===== config.mk =====
export PLATFORM = sky130hd
export DESIGN_NAME = dsp48a1_mac_ctrl
export DESIGN_NICKNAME = d
export VERILOG_FILES = /design/src/rtl/dsp48a1_ctrl_pkg.sv /design/src/rtl/tag_delay.sv /design/src/rtl/dsp48a1_mac_ctrl.sv
export SDC_FILE = /design/constraint.sdc
export NUM_CORES = 1
export LEC_CHECK = 0
export ABC_CLOCK_PERIOD_IN_PS = 2500
export CAP_MARGIN = 20
export CORE_AREA = 2 2 107 109
export CTS_CLUSTER_DIAMETER = 100
export DETAILED_ROUTE_END_ITERATION = 12
export DIE_AREA = 0 0 109 111
export REMOVE_ABC_BUFFERS = 1
export SETUP_SLACK_MARGIN = 0.02
export SYNTH_ARGS = -nofsm -noshare
export SYNTH_HDL_FRONTEND = slang
export SYNTH_SLANG_ARGS = --single-unit

===== constraint.sdc =====
create_clock -name clk -period 2.5 [get_ports clk]
set_input_delay 0.5 -clock clk [delete_from_list [all_inputs] [get_ports clk]]
set_output_delay 0.5 -clock clk [all_outputs]
set_load 0.005 [all_outputs]

===== src/rtl/dsp48a1_ctrl_pkg.sv =====
// Shared constants and state encoding for the DSP48A1 MAC sequencer.
// OPMODE values: X mux in [1:0], Z mux in [3:2].
package dsp48a1_ctrl_pkg;

  localparam logic [7:0] OPM_FIRST = 8'h01;
  localparam logic [7:0] OPM_ACC   = 8'h09;
  localparam logic [7:0] OPM_HOLD  = 8'h08;
  localparam logic [7:0] OPM_IDLE  = 8'h00;

  typedef enum logic [1:0] {
    S_IDLE,
    S_ACC,
    S_DRAIN,
    S_DONE
  } state_t;

endpackage


===== src/rtl/tag_delay.sv =====
// DEPTH x WIDTH shift register with sync reset.
// DEPTH=0 degenerates to a wire.
module tag_delay #(
  parameter int DEPTH = 2,
  parameter int WIDTH = 8
) (
  input  logic             clk,
  input  logic             rst,
  input  logic [WIDTH-1:0] din,
  output logic [WIDTH-1:0] dout
);

  if (DEPTH == 0) begin : g_pass
    logic unused_clk_rst;
    assign unused_clk_rst = clk ^ rst;
    assign dout = din;
  end else begin : g_sr
    logic [DEPTH-1:0][WIDTH-1:0] sr;

    always_ff @(posedge clk) begin
      if (rst) begin
        sr <= '0;
      end else begin
        sr[0] <= din;
        for (int i = 1; i < DEPTH; i++)
          sr[i] <= sr[i-1];
      end
    end

    assign dout = sr[DEPTH-1];
  end

endmodule


===== src/rtl/dsp48a1_mac_ctrl.sv =====
// Length-N multiply-accumulate sequencer for one DSP48A1 slice.
// Tags ride a delay line so each OPMODE meets its product.
module dsp48a1_mac_ctrl
  import dsp48a1_ctrl_pkg::*;
#(
  parameter int LEN_W     = 10,
  parameter int IN_STAGES = 2,
  parameter int MREG      = 1,
  parameter int PREG      = 1,
  parameter int OPMODEREG = 1
) (
  input  logic             clk,
  input  logic             rst,
  input  logic             start,
  input  logic [LEN_W-1:0] len,
  input  logic             in_valid,
  output logic             in_ready,
  input  logic [17:0]      a_in,
  input  logic [17:0]      b_in,
  output logic [17:0]      dsp_a,
  output logic [17:0]      dsp_b,
  output logic [7:0]       dsp_opmode,
  output logic             dsp_ce,
  input  logic [47:0]      dsp_p,
  output logic [47:0]      result,
  output logic             result_valid,
  output logic             busy
);

  localparam int OPM_DLY = IN_STAGES + MREG - OPMODEREG;
  localparam int PIPE    = IN_STAGES + MREG + PREG;
  localparam int CNT_W   = (PIPE < 2) ? 1 : $clog2(PIPE);

  state_t           state, state_n;
  logic [LEN_W-1:0] rem, rem_n;
  logic             first, first_n;
  logic [CNT_W-1:0] cnt, cnt_n;
  logic [47:0]      res_n;
  logic [7:0]       tag;

  always_ff @(posedge clk) begin
    if (rst) begin
      state  <= S_IDLE;
      rem    <= '0;
      first  <= 1'b0;
      cnt    <= '0;
      result <= '0;
    end else begin
      state  <= state_n;
      rem    <= rem_n;
      first  <= first_n;
      cnt    <= cnt_n;
      result <= res_n;
    end
  end

  always_comb begin
    state_n  = state;
    rem_n    = rem;
    first_n  = first;
    cnt_n    = cnt;
    res_n    = result;
    in_ready = 1'b0;
    dsp_ce   = 1'b0;
    dsp_a    = '0;
    dsp_b    = '0;
    tag      = OPM_IDLE;
    unique case (state)
      S_IDLE: begin
        if (start) begin
          if (len == '0) begin
            res_n   = '0;
            state_n = S_DONE;
          end else begin
            rem_n   = len;
            first_n = 1'b1;
            state_n = S_ACC;
          end
        end
      end
      S_ACC: begin
        in_ready = 1'b1;
        dsp_ce   = 1'b1;
        tag      = OPM_HOLD;
        if (in_valid) begin
          dsp_a   = a_in;
          dsp_b   = b_in;
          tag     = first ? OPM_FIRST : OPM_ACC;
          first_n = 1'b0;
          rem_n   = rem - LEN_W'(1);
          if (rem == LEN_W'(1)) begin
            cnt_n   = '0;
            state_n = S_DRAIN;
          end
        end
      end
      S_DRAIN: begin
        dsp_ce = 1'b1;
        tag    = OPM_HOLD;
        // last product has settled in P by the final drain cycle
        if (cnt == CNT_W'(PIPE - 1)) begin
          res_n   = dsp_p;
          state_n = S_DONE;
        end else begin
          cnt_n = cnt + CNT_W'(1);
        end
      end
      S_DONE: begin
        state_n = S_IDLE;
      end
      default: begin
        state_n = S_IDLE;
      end
    endcase
  end

  assign result_valid = (state == S_DONE);
  assign busy         = (state != S_IDLE);

  tag_delay #(
    .DEPTH(OPM_DLY),
    .WIDTH(8)
  ) u_opm_dly (
    .clk (clk),
    .rst (rst),
    .din (tag),
    .dout(dsp_opmode)
  );

endmodule


Word level (Yosys, flattened, before mapping)
Index checks and enable logic that the tools add are counted.
- register bits: 79
- input port bits: 98
- output and inout bits: 96
- word-level logic and storage cells: 63
- add/sub/neg operators: 2
- equality and inequality tests: 12
- mux-type cells: 31
- reductions and logical operators: 11
- operators by type and width (operator ; count):
    2-to-1 mux 48 bit ; 3
    case mux 48 bit (2 select lines) ; 1
    2-to-1 mux 18 bit ; 4
    2-to-1 mux 10 bit ; 3
    case mux 10 bit (2 select lines) ; 1
    2-to-1 mux 2 bit ; 8
    AND reduction 4 bit ; 4
    inequality test 2 bit (second input constant) ; 7
    equality test 10 x 1 -> 1 bit (second input constant) ; 1
    zero test 10 bit ; 1
    subtractor 10 x 1 -> 10 bit (second input constant) ; 1
    2-to-1 mux 4 bit ; 2
    case mux 2 bit (4 select lines) ; 1
    case mux 4 bit (2 select lines) ; 1
    nonzero test 2 bit ; 4
    equality test 2 bit (second input constant) ; 3
    2-to-1 mux 1 bit ; 5
    case mux 2 bit (2 select lines) ; 1
    adder 2 x 1 -> 2 bit (second input constant) ; 1
    equality test 2 x 1 -> 1 bit (second input constant) ; 1
    zero test 2 bit ; 1
    case mux 1 bit (2 select lines) ; 1
    OR reduction 2 bit ; 1

Longest topological paths before layout
- depth after elaboration: 4
- depth in mapped cells: 9
- mapped depth without buffers: 6

By module
Synthesis repeated with hierarchy kept, for this count alone.
- cell total of the unflattened synthesis: 338
- area, all modules: 3408.3 um^2
- by module, submodules not included (module ; instances ; cells each ; area an instance (um^2) ; sequential area each (um^2)):
    dsp48a1_mac_ctrl ; 1 ; 297 ; 2884.0 ; 1261.2
    tag_delay ; 1 ; 41 ; 524.3 ; 320.3

Least setup slack after synthesis
No wires, ideal clock.
- path kind: reg-to-reg
- from: reg state[0]
- to: reg result[10]
- setup time: 0.117 ns
- data arrival time: 1.783 ns
- required time: 2.383 ns
- slack: 0.600 ns
- cell stages (with the launch flop): 10
- period minus slack after synthesis: 1.900 ns
- cell sequence: dfxtp_1 -> inv_1 -> ha_1 -> clkbuf_1 -> nand2b_1 -> o21ai_2 -> o21a_1 -> buf_2 -> buf_2 -> a22o_1
- longest elaborated chain between the ends: 3
- elaborated cells between the ends (all ways): 8
- ends and longest elaborated chain (what ; line ; source):
    from (decl) ; dsp48a1_mac_ctrl.sv:34 ; state_t state, state_n;
    from (signal assigned) ; dsp48a1_mac_ctrl.sv:49 ; state <= state_n;
    equality test 2 bit or zero test 2 bit (tied branches) ; dsp48a1_mac_ctrl.sv:68 ; unique case (state)
    inequality test 2 bit (no line) or nonzero test 2 bit (tied branches) ; -- ;
    AND reduction 4 bit (no line) ; -- ;
    to (signal assigned) ; dsp48a1_mac_ctrl.sv:53 ; result <= res_n;
    to (decl) ; dsp48a1_mac_ctrl.sv:25 ; output logic [47:0] result,
Parallel ways exist; a longest one is shown, timed or not.
A chain may end at the register's enable or synchronous reset.

Worst setup path in the final report
- from: reg state[1]
- to: out dsp_a[9]
- longest elaborated chain between the ends: 2
- ends and longest elaborated chain (what ; line ; source):
    equality test 2 x 1 -> 1 bit ; dsp48a1_mac_ctrl.sv:68 ;
    2-to-1 mux 18 bit ; dsp48a1_mac_ctrl.sv:68 ;
    to (decl) ; dsp48a1_mac_ctrl.sv:20 ; output logic [17:0] dsp_a,
Every way passes these cells.

==> results by group <==
Status
  – Status: finished, final reports clean

Final layout
  – Storage element area: between 1000 and 1500 um2
  – Cell area after layout: about 5400 um2
  – Area of the multi-input gates: roughly 1500 um2
  – Area Overhead vs Synth: 79.9%
  – Antenna Cells: 0
  – Nets: roughly 600
  – Fillers: ~1000
  – Fraction of final layout cells sized beyond drive strength 1: 0.0752

Die
  – Die area: 12100 um2
  – Die Ht: ~110 um
  – Placeable Area: between 10000 and 15000 um2
  – Die width: 109 um
  – Initial core utilization: 0.270
  – Number of top-level pins: 194
  – Site Rows: 39

Power
  – VDD IR-drop max: approximately 290 uV
  – Sequential share of power: 0.320
  – Leak Pwr: 2.15 nW
  – Combinational Power Share: 0.326
  – NetSw: around 1.2 mW
  – Cell area power density: 712 nW/um2
  – Clock power share: 0.354
  – Sw Ratio: 0.304
  – Internal: between 2 and 3 mW

Synthesis
  – Synth Area in Compound Gates: 0.263
  – Yosys cell types: between 40 and 50
  – Yosys top cell area share: 0.448
  – #FFs+latches synth: 67
  – Top cells by area, synth: dfxtp_1 (45%), a22o_1 (14%), and3_1 (8.4%), ha_1 (3.3%), a21oi_1 (2.7%)
  – Combinational family with the most area after synthesis: compound AO/OA/AOI/OAI gates
  – Yosys top cell by area: dfxtp_1
  – Most frequent cells after synthesis: dfxtp_1 (67), a22o_1 (48), and3_1 (40)
  – Top-count cell post-synth: dfxtp_1
  – Sequential area share after synthesis: 0.448
  – Mean Syn Cell Area: 9.91 um2
  – Synth warnings: 0
  – Post-Synth XOR/XNOR Area: 0
  – Synth Area in Simple Gates: 0.176
  – Multiplexer area fraction after synthesis: 0.00711
  – Synth Area in Adders: 0.0335
  – Post-synth EDFFs: 0
  – Netlist Area Pre-Place: between 2000 and 3000 um2
  – Main flop type after synthesis: dfxtp_1
  – Async set-reset flop share out of synthesis: 0
  – Cell count after synthesis: 302

GRT
  – GRT overflow: 0
  – Total track usage: 0.167
  – First-pass GRT wire length: 15900 um
  – Initial antenna violation count: 0
  – Largest net degree at the start of global routing: 49
  – Vias in the first global route: ~3000

CTS
  – CTS tree: done
  – CTS Buffer Depth: 2
  – CTS H-tree lvls: 3
  – Clock sink count: 67
  – # Post-CTS Setup Buffers: 0
  – Clk slew on worst S/H paths: approximately 0.060 ns
  – Root Buffer: clkbuf_16
  – Later-pin clock latency in the skew report: 0.33 ns
  – Cts bufs inserted: 9

Timing
  – Period Utilization, post-route: 0.945
  – Hold_ws: 0.440 ns
  – Fin. max-slew vios: 0
  – Final WS setup: 0.137 ns
  – Min Clock Period, post-route: 2.36 ns
  – Setup Skew: 0.00664 ns
  – Max Freq: about 420 MHz
  – Final-report setup violation count: 0
  – RSZ-0062 raised after global routing: false
  – Hold violation count in the final report: 0
  – Worst-Margin Slew: about 0.7 ns
  – Worst rel slew slack: 0.527
  – Setup_tns: 0 ns

Routing
  – Vias/cell: 4.82
  – Final ANT Viol Nets: 0
  – Met3 routed WL: 387 um
  – First-pass DRT Iterations: 4
  – Met2 routed WL: 5400 um
  – Highest metal used: met4
  – Wire length per cell: 16.2 um
  – Wire length on met1: 4350 um
  – Detailed Route WL: 10300 um
  – DRC: 0
  – Initial DRC count: 148
  – Vias post-DR: 3058

Setup path
  – Worst Path Arrival: 1.86 ns
  – Element type at the critical path end: primary output
  – Startpoint types: register
  – WP data required: 2.00 ns
  – Max Fanout on Critical Path: 22
  – Crit path kind: reg -> out

Placement
  – Placed Area: 5020 um2
  – Count of buffers from port buffering: 187
  – Routability Congestion: approximately 0.8
  – Final HPWL from detailed placement: about 7500 um
  – Setup WS pre-CTS: around 0.0040 ns

Min path
  – Hold crit path type: reg -> reg

Run
  – Max Cap Violations: 0
[layout by cell type (no fill, tap or decap), drive strengths merged, types with 2 or more instances in the layout]
| cell type | netlist | layout |
|---|---|---|
| a22o | 48 | 48 |
| nand4 | 2 | 2 |
| bufinv | 0 | 2 |
| clkbuf | 16 | 10 |
| nand2 | 6 | 6 |
| a41oi | 2 | 2 |
| inv | 8 | 9 |
| and4 | 3 | 3 |
| nor2 | 7 | 7 |
| clkdlybuf4s50 | 0 | 186 |
| clkinv | 1 | 5 |
| conb | 1 | 6 |
| nand3 | 2 | 2 |
| o21ai | 8 | 8 |
| and3 | 40 | 40 |
| or3 | 2 | 2 |
| nor3 | 4 | 4 |
| o311ai | 8 | 8 |
| a21oi | 16 | 16 |
| buf | 17 | 14 |
| nor4 | 3 | 3 |
| a31oi | 3 | 3 |
| ha | 8 | 8 |
| o31ai | 9 | 9 |
| nand2b | 2 | 2 |
| dfxtp | 67 | 67 |
| nor2b | 5 | 5 |
[cell families (layout without fill, tap and decap cells)]
group / Yosys count / count (layout)
mux: 2 / 2
simple gates: 82 / 82
other cells: 1 / 6
compound gates: 100 / 100
flops: 67 / 67
fa+ha+maj: 8 / 8
buf+inv: 42 / 227
[through the flow]
stage	std cells	utilization	total power, mW
2_1_floorplan	274	-	1.84
3_3_place_gp	618	0.454	2.45
3_5_place_dp	618	0.454	2.47
4_1_cts	634	0.483	3.85
5_1_grt	635	0.486	4.06
6_report	635	0.486	3.83
[what timing repair did]
| item | 4_1_cts | 5_1_grt |
|---|---|---|
| hold buffers | 0 | 0 |
| setup endpoints to repair | 0 | 1 |
| gates resized for setup | 0 | 2 |
[flip-flops by register name, indices dropped and copies added (netlist names)]
signal / cells
cnt: 2
result: 48
u_opm_dly.dout: 2
first: 1
rem: 10
u_opm_dly.g_sr.sr: 2
state: 2
[layer usage]
layer | track usage | vias to the layer above
li1 | - | 1507
met1 | 0.209 | 1464
met2 | 0.285 | 79
met3 | 0.0388 | 8
met4 | 0.0444 | 0
met5 | 0 | -
[worst max-delay path, cell delays in order, from the launching register on]
cell and delay [ns]:
dfxtp_1 0.33, inv_1 0.11, ha_1 0.19, buf_4 0.22, and3_1 0.18, clkdlybuf4s50_1 0.51
[final timing paths]
| check | to | slack (ns) | cells past startpoint | startpoint |
|---|---|---|---|---|
| setup / recovery | dsp_a[9] | 0.14 | 5 | state[1] |
| hold / removal | u_opm_dly.dout[0] | 0.44 | 1 | u_opm_dly.g_sr.sr[0] |
| setup reg to reg | cnt[1] | 0.31 | 8 | state[1] |
| hold reg to reg | u_opm_dly.dout[0] | 0.44 | 1 | u_opm_dly.g_sr.sr[0] |
[power by group through the flow]
stage | Combinational (mW) | Clock [mW] | Sequential, mW
6_report | 1.25 | 1.35 | 1.23
2_1_floorplan | 0.606 | 0 | 1.23
3_5_place_dp | 1.23 | 0 | 1.25
4_1_cts | 1.23 | 1.39 | 1.23
5_1_grt | 1.38 | 1.44 | 1.24
3_3_place_gp | 1.21 | 0 | 1.24
[area by class of cell]
class | instances | area share
inverter | 9 | 0.00628
clock buffer | 9 | 0.0419
timing repair buffer | 202 | 0.380
multi-input combinational | 198 | 0.271
sequential | 67 | 0.249
tap | 143 | 0.0332
clock inverter | 7 | 0.0186
Power figures use the tool's default switching activity.
